[config.mk]
export PLATFORM = sky130hd
export DESIGN_NAME = ovr_hold_reg
export DESIGN_NICKNAME = d
export VERILOG_FILES = /design/src/rtl/ovr_hold_reg.sv
export SDC_FILE = /design/constraint.sdc
export NUM_CORES = 1
export LEC_CHECK = 0
export CAP_MARGIN = 10
export CORE_AREA = 5 5 42 44
export CTS_BUF_LIST = sky130_fd_sc_hd__clkbuf_16
export CTS_CLUSTER_SIZE = 20
export DETAILED_ROUTE_END_ITERATION = 6
export DIE_AREA = 0 0 47 49
export DONT_BUFFER_PORTS = 1
export PLACE_DENSITY_LB_ADDON = 0.08
export SETUP_SLACK_MARGIN = 0.15
export SLEW_MARGIN = 10
export SYNTH_ARGS = -nofsm -noshare
export SYNTH_HDL_FRONTEND = slang
export SYNTH_SLANG_ARGS = --single-unit
[constraint.sdc]
create_clock -name clk -period 1.67 [get_ports clk]
set_input_delay 0.334 -clock clk [delete_from_list [all_inputs] [get_ports clk]]
set_output_delay 0.334 -clock clk [all_outputs]
set_load 0.01 [all_outputs]
[src/rtl/ovr_hold_reg.sv]
// Target register with functional writes and assign/deassign-style override that keeps the last forced value after release.
// Optional override timeout with re-arm is built when OVR_TIMEOUT_EN is defined.
module ovr_hold_reg #(
  parameter int WIDTH   = 4,
  parameter int TIMEOUT = 16
) (
  input  logic             clk,
  input  logic             rst_n,
  input  logic             wr_en,
  input  logic [WIDTH-1:0] wr_data,
  input  logic             ovr_req,
  input  logic [WIDTH-1:0] ovr_data,
  output logic             ovr_ack,
  output logic [WIDTH-1:0] q,
  output logic             stale,
  output logic [7:0]       drop_cnt,
  output logic             timeout_evt
);

  localparam logic [1:0] ST_NORMAL = 2'd0;
  localparam logic [1:0] ST_OVR    = 2'd1;
  localparam logic [1:0] ST_HOLD   = 2'd2;

  logic [1:0]       state_q, state_d;
  logic [WIDTH-1:0] q_q, q_d;
  logic             ack_q, ack_d;
  logic             stale_q, stale_d;
  logic [7:0]       drop_q, drop_d;
  logic             drop_inc;
  logic             entry_ok;
  logic             ovr_enter;
  logic             timeout_hit;

  assign ovr_enter = entry_ok & ((state_q == ST_NORMAL) | (state_q == ST_HOLD));

`ifdef OVR_TIMEOUT_EN
  localparam logic [7:0] TIMEOUT_C = 8'(TIMEOUT);

  logic [7:0] cnt_q, cnt_d;
  logic       rearm_q, rearm_d;
  logic       evt_q, evt_d;

  // A timed-out override may only return after ovr_req has been seen low.
  assign entry_ok    = ovr_req & ~rearm_q;
  assign timeout_hit = (state_q == ST_OVR) & ovr_req & (cnt_q == TIMEOUT_C);

  always_comb begin
    cnt_d   = cnt_q;
    rearm_d = rearm_q;
    evt_d   = 1'b0;
    if (ovr_enter) begin
      cnt_d = 8'd1;
    end else if ((state_q == ST_OVR) && ovr_req && !timeout_hit) begin
      cnt_d = cnt_q + 8'd1;
    end
    if (timeout_hit) begin
      evt_d   = 1'b1;
      rearm_d = 1'b1;
    end else if (!ovr_req) begin
      rearm_d = 1'b0;
    end
  end

  always_ff @(posedge clk) begin
    if (!rst_n) begin
      cnt_q   <= 8'd0;
      rearm_q <= 1'b0;
      evt_q   <= 1'b0;
    end else begin
      cnt_q   <= cnt_d;
      rearm_q <= rearm_d;
      evt_q   <= evt_d;
    end
  end

  assign timeout_evt = evt_q;
`else
  logic unused_timeout;

  assign entry_ok       = ovr_req;
  assign timeout_hit    = 1'b0;
  assign timeout_evt    = 1'b0;
  assign unused_timeout = ^TIMEOUT;
`endif

  always_comb begin
    state_d  = state_q;
    q_d      = q_q;
    ack_d    = ack_q;
    stale_d  = stale_q;
    drop_inc = 1'b0;
    case (state_q)
      ST_NORMAL, ST_HOLD: begin
        if (ovr_enter) begin
          // Override wins over a same-cycle write; that write is counted as dropped.
          state_d  = ST_OVR;
          q_d      = ovr_data;
          ack_d    = 1'b1;
          stale_d  = 1'b0;
          drop_inc = wr_en;
        end else if (wr_en) begin
          state_d = ST_NORMAL;
          q_d     = wr_data;
          stale_d = 1'b0;
        end
      end
      ST_OVR: begin
        drop_inc = wr_en;
        if (!ovr_req || timeout_hit) begin
          state_d = ST_HOLD;
          ack_d   = 1'b0;
          stale_d = 1'b1;
        end else begin
          q_d = ovr_data;
        end
      end
      default: begin
        state_d = ST_NORMAL;
      end
    endcase
    drop_d = (drop_inc && (drop_q != 8'hFF)) ? drop_q + 8'd1 : drop_q;
  end

  always_ff @(posedge clk) begin
    if (!rst_n) begin
      state_q <= ST_NORMAL;
      q_q     <= '0;
      ack_q   <= 1'b0;
      stale_q <= 1'b0;
      drop_q  <= 8'd0;
    end else begin
      state_q <= state_d;
      q_q     <= q_d;
      ack_q   <= ack_d;
      stale_q <= stale_d;
      drop_q  <= drop_d;
    end
  end

  assign q        = q_q;
  assign ovr_ack  = ack_q;
  assign stale    = stale_q;
  assign drop_cnt = drop_q;

endmodule
# After elaboration in Yosys (flattened, before gate mapping)
# Cells that the tools add are included.
# totals
ff_bits,16
latch_bits,0
ramBits,0
romBits,0
in_bits,12
wordCells,40
n_memories,0
# op_classes
add_sub_neg,1
mul,0
n_div,0
order_cmp,0
n_eq_ne,7
shift,0
n_mux,17
bitwise_logic,2
reduce_logical,8
# ops
op,n
4-bit 2-to-1 mux,3
3-bit AND reduction,3
8-bit by 1-bit adder with 8-bit output (second input constant),1
8-bit != test (second input constant),1
4-bit one-hot mux with 2 select lines,1
1-bit 2-to-1 mux,6
2-bit 2-to-1 mux,3
2-bit != test (second input constant),3
1-bit one-hot mux with 2 select lines,3
2-bit one-hot mux with 2 select lines,1
3-bit != test (second input constant),1
2-bit by 1-bit equality test with 1-bit output (second input constant),1
2-bit equality test (second input constant),1
2-bit logical NOT,1
2-bit AND reduction,1
2-bit nonzero test,1
2-bit OR reduction,1
1-bit AND,1
1-bit logical AND,1
1-bit OR,1

# Longest topological paths before layout
# logic_depth
depth_word,6
ltp_mapped,6

# Least setup slack after synthesis
# Ideal clock, no wire load.
# synth_path
path_kind,register to register
start,"register drop_q[0], in the netlist drop_cnt[0]"
end,"register drop_q[1], in the netlist drop_cnt[1]"
setup_time_ns,0.070
arrival_time_ns,1.360
t_required_ns,1.600
slack_ns,0.239
stages_incl_launch_ff,7
n_path_buf,1
period_less_slack_ns,1.431
path_cell_list,dfxtp_1 > ha_1 > nand3_1 > nor2_1 > clkbuf_1 > or3b_1 > a21oi_1
# synth_between
elab_chain_cells,2
# synth_lines
item,line,source
start: declaration,28,"logic [7:0] drop_q, drop_d;"
start signal: assignment,136,drop_q <= drop_d;
"parallel branches: the longest is 2 deep, another holds 8-bit by 1-bit adder with 8-bit output",-,
# Parallel ways; which one is timed is not known.
# A chain may end at the register's enable or synchronous reset.

# Worst setup path in the final report
# layout_path
start,register state_q[1]
end,"register drop_q[4], in the netlist drop_cnt[4]"
# layout_between
elab_chain_cells,6
# layout_lines
item,line,source
start: declaration,24,"logic [1:0] state_q, state_d;"
start signal: assignment,132,state_q <= state_d;
2-bit equality test / 2-bit logical NOT (equally long branches),"34, 92",
1-bit OR,34,assign ovr_enter = entry_ok & ((state_q == ST_NORMAL) | (state_q == ST_HOLD));
1-bit AND,34,
1-bit 2-to-1 mux,94,if (ovr_enter) begin
1-bit one-hot mux with 2 select lines (*),92,case (state_q)
1-bit logical AND (*),121,drop_d = (drop_inc && (drop_q != 8'hFF)) ? drop_q + 8'd1 : drop_q;
# Every way passes the cells marked *; elsewhere a longest branch is shown, timed or not.

==> impl_metrics.csv <==
group,metric,value,unit
global_routing,antenna_found_initial,0,
global_routing,grtUsageTotal,0.154,
clocking,cts_tree,"done",
route,ant_nets,0,
clocking,clockBufferDepth,2,
critical_path,r2r_start,"state_q[1]",
final_layout,layout_commonest_cell,"dfxtp_1",
floorplan,core.rowCount,14,
synthesis,netlist_area,744,um^2
status,status,"finished clean",
sta,min_period,1440,ps
final_layout,final_core_util,0.640,
route,first_pass_iters,4,
pwr,cellPowerDensity,1060,mW/mm^2
sta,fin_crit_sh,0.861,
critical_path,slowest_stage,"or4_1",
place,place_inst,106,
hold_path,min_path_type,"in2reg",
critical_path,path_cells,"and2b_2 -> o21ai_2 -> or4_1 -> a21oi_2",
sta,rsz0062_at_grt,"yes",
synthesis,synth.net_count,98,
clocking,cts_resized,1,
clocking,numCtsBuffers,3,
job,maxCapViolations,0,
critical_path,critPathBufInv,0,
critical_path,max_stage_delay,500,ps
critical_path,r2r_slack,230,ps
critical_path,critPathTopFamily,"simple AND/OR/NAND/NOR gates",
global_routing,overflow,0,
route,drt_wl_total,1590,um
synthesis,ys_ff_latch,16,
clocking,htree_levels,1,
synthesis,synth_edf_count,0,
synthesis,yosys_warnings,0,
floorplan,die_area,0.00230,mm^2
final_layout,layout.nets,108,
global_routing,grt_start_max_net_pins,15,
synthesis,yosysUniqueCellTypes,30,
clocking,insertion_delay,250,ps
synthesis,avgSynthCellArea,8.76,um^2
clocking,cts-root-buf,"clkbuf_16",
sta,finalMaxSlewViolations,0,
synthesis,yosysTopAreaCell,"dfxtp_1",
pwr,ir_worst_vdd,0.624,mV
floorplan,start_util,0.531,
sta,finalHoldViolCount,0,
sta,setup_ws,232,ps
route,drt_iter0_markers,19,
floorplan,core-area,0.00140,mm^2
clocking,post-cts-setup-buffer-count,0,
sta,skew,2.04,ps
synthesis,async_flop_share,0,
place,io_buffers,0,
sta,tns,0,ps
critical_path,path_max_fanout,10,
hold_path,hold_end,"state_q[1]",
synthesis,synthCells,85,
global_routing,grt_pass1_wl,2590,um
synthesis,yosys.area.top_type_share,0.430,
sta,clock.fmax,696,MHz
hold_path,hp-start,"ovr_req",
pwr,finalPower,0.954,mW
final_layout,drive_above_1_share,0.181,
critical_path,crit_type,"reg2reg",
synthesis,seq_area_frac_synth,0.430,
critical_path,reg2reg_depth,4,
sta,holdWs,162,ps
route,via_count,655,
final_layout,stdcell_count,110,
place,dpl.hpwl,1190,um
route,vias_per_cell,5.95,
floorplan,die_y,49,um
sta,final-setup-viol-count,0,
floorplan,io_pins,27,
final_layout,most-common-layout-cells,"dfxtp_1 (16), buf_4 (8), nor2_1 (7), a21oi_1 (7), o21ai_0 (6)",
final_layout,diodes,0,
clocking,hold_buffers,0,
critical_path,crit_arrival,1620,ps
final_layout,syn2layout_area_growth,20.5,%
synthesis,synth_area_leaders,"dfxtp_1 (43%), a21oi_1 (5.4%), mux2i_1 (5.4%)",
final_layout,postLayoutCellArea,897,um^2
route,wl_per_cell,14.4,um
synthesis,synthFlopType,"dfxtp_1",
hold_path,hold_path_depth,1,
critical_path,end_kind,"register",
place,gp_congestion,0.756,
critical_path,cp-start-kind,"register",
route,drc,0,
clocking,clkTransAtPathRegs,50,ps
critical_path,r2r_end,"drop_cnt[4]",
critical_path,cp.required,1850,ps
pwr,p_leak,0.332,nW
floorplan,die_w,47,um
place,dp_slack,151,ps
global_routing,grt_pass1_vias,609,
place,placedInstanceArea,810,um^2
clocking,clock-sinks,16,
power by group:
| group | leakage (nW) | switching, mW | internal [mW] |
|---|---|---|---|
| registers | 0.131 | 0.0166 | 0.400 |
| logic | 0.162 | 0.0401 | 0.0319 |
| clock network | 0.0385 | 0.148 | 0.318 |
worst reg2reg max path: stages (launching register included):
cell and delay (ps):
dfxtp_1 340, and2b_2 270, o21ai_2 130, or4_1 500, a21oi_2 140
Yosys cell counts, types with 2 or more instances:
cell	count
a211oi_1	5
a21oi_1	8
clkbuf_1	2
dfxtp_1	16
inv_1	3
mux2i_1	4
nand2_1	3
nand3_1	3
nor2_1	8
o21ai_0	6
o311ai_1	2
o31ai_1	2
o41ai_1	3
or3_1	3
or4_1	2
final cells by class:
class | count | area (um^2)
Sequential cell | 16 | 320
Multi-Input combinational cell | 63 | 407
Fill cell | 132 | 504
Inverter | 3 | 11.3
Timing Repair Buffer | 8 | 60.1
Clock buffer | 3 | 75.1
Clock inverter | 1 | 3.75
Tap cell | 16 | 20.0
logic make-up (layout without fill, tap and decap cells):
family | after synthesis | after routing | share of synthesized area
AO/OA/AOI/OAI | 29 | 29 | 0.250
adder cells (fa/ha/maj) | 1 | 1 | 0.0168
buffers and inverters | 6 | 15 | 0.0353
flip-flops | 16 | 16 | 0.430
multiplexers | 4 | 4 | 0.0538
other | 1 | 1 | 0.00504
AND/OR/NAND/NOR | 28 | 28 | 0.208
layer usage:
layer  global-route usage  part of all wire  up-vias
met5                    0                 0        -
met4               0.0968            0.0076        0
met3               0.0406             0.076        2
met2                0.242              0.49       21
met1                0.177              0.42      290
li1                     -                 -      342
flip-flops by register name, indices dropped and copies added (netlist names):
register  count
q             4
state_q       2
drop_cnt      8
stale         1
ovr_ack       1
worst max-delay path by stage:
stage                start     endpoint  cells after the start
6_report        state_q[1]  drop_cnt[4]                      4
5_1_grt         state_q[1]         q[0]                      4
4_1_cts        drop_cnt[0]  drop_cnt[4]                      5
3_5_place_dp   drop_cnt[1]  drop_cnt[1]                      5
3_3_place_gp   drop_cnt[6]  drop_cnt[1]                      4
2_1_floorplan  drop_cnt[0]  drop_cnt[1]                      6
(Power assumes the default switching activity.)
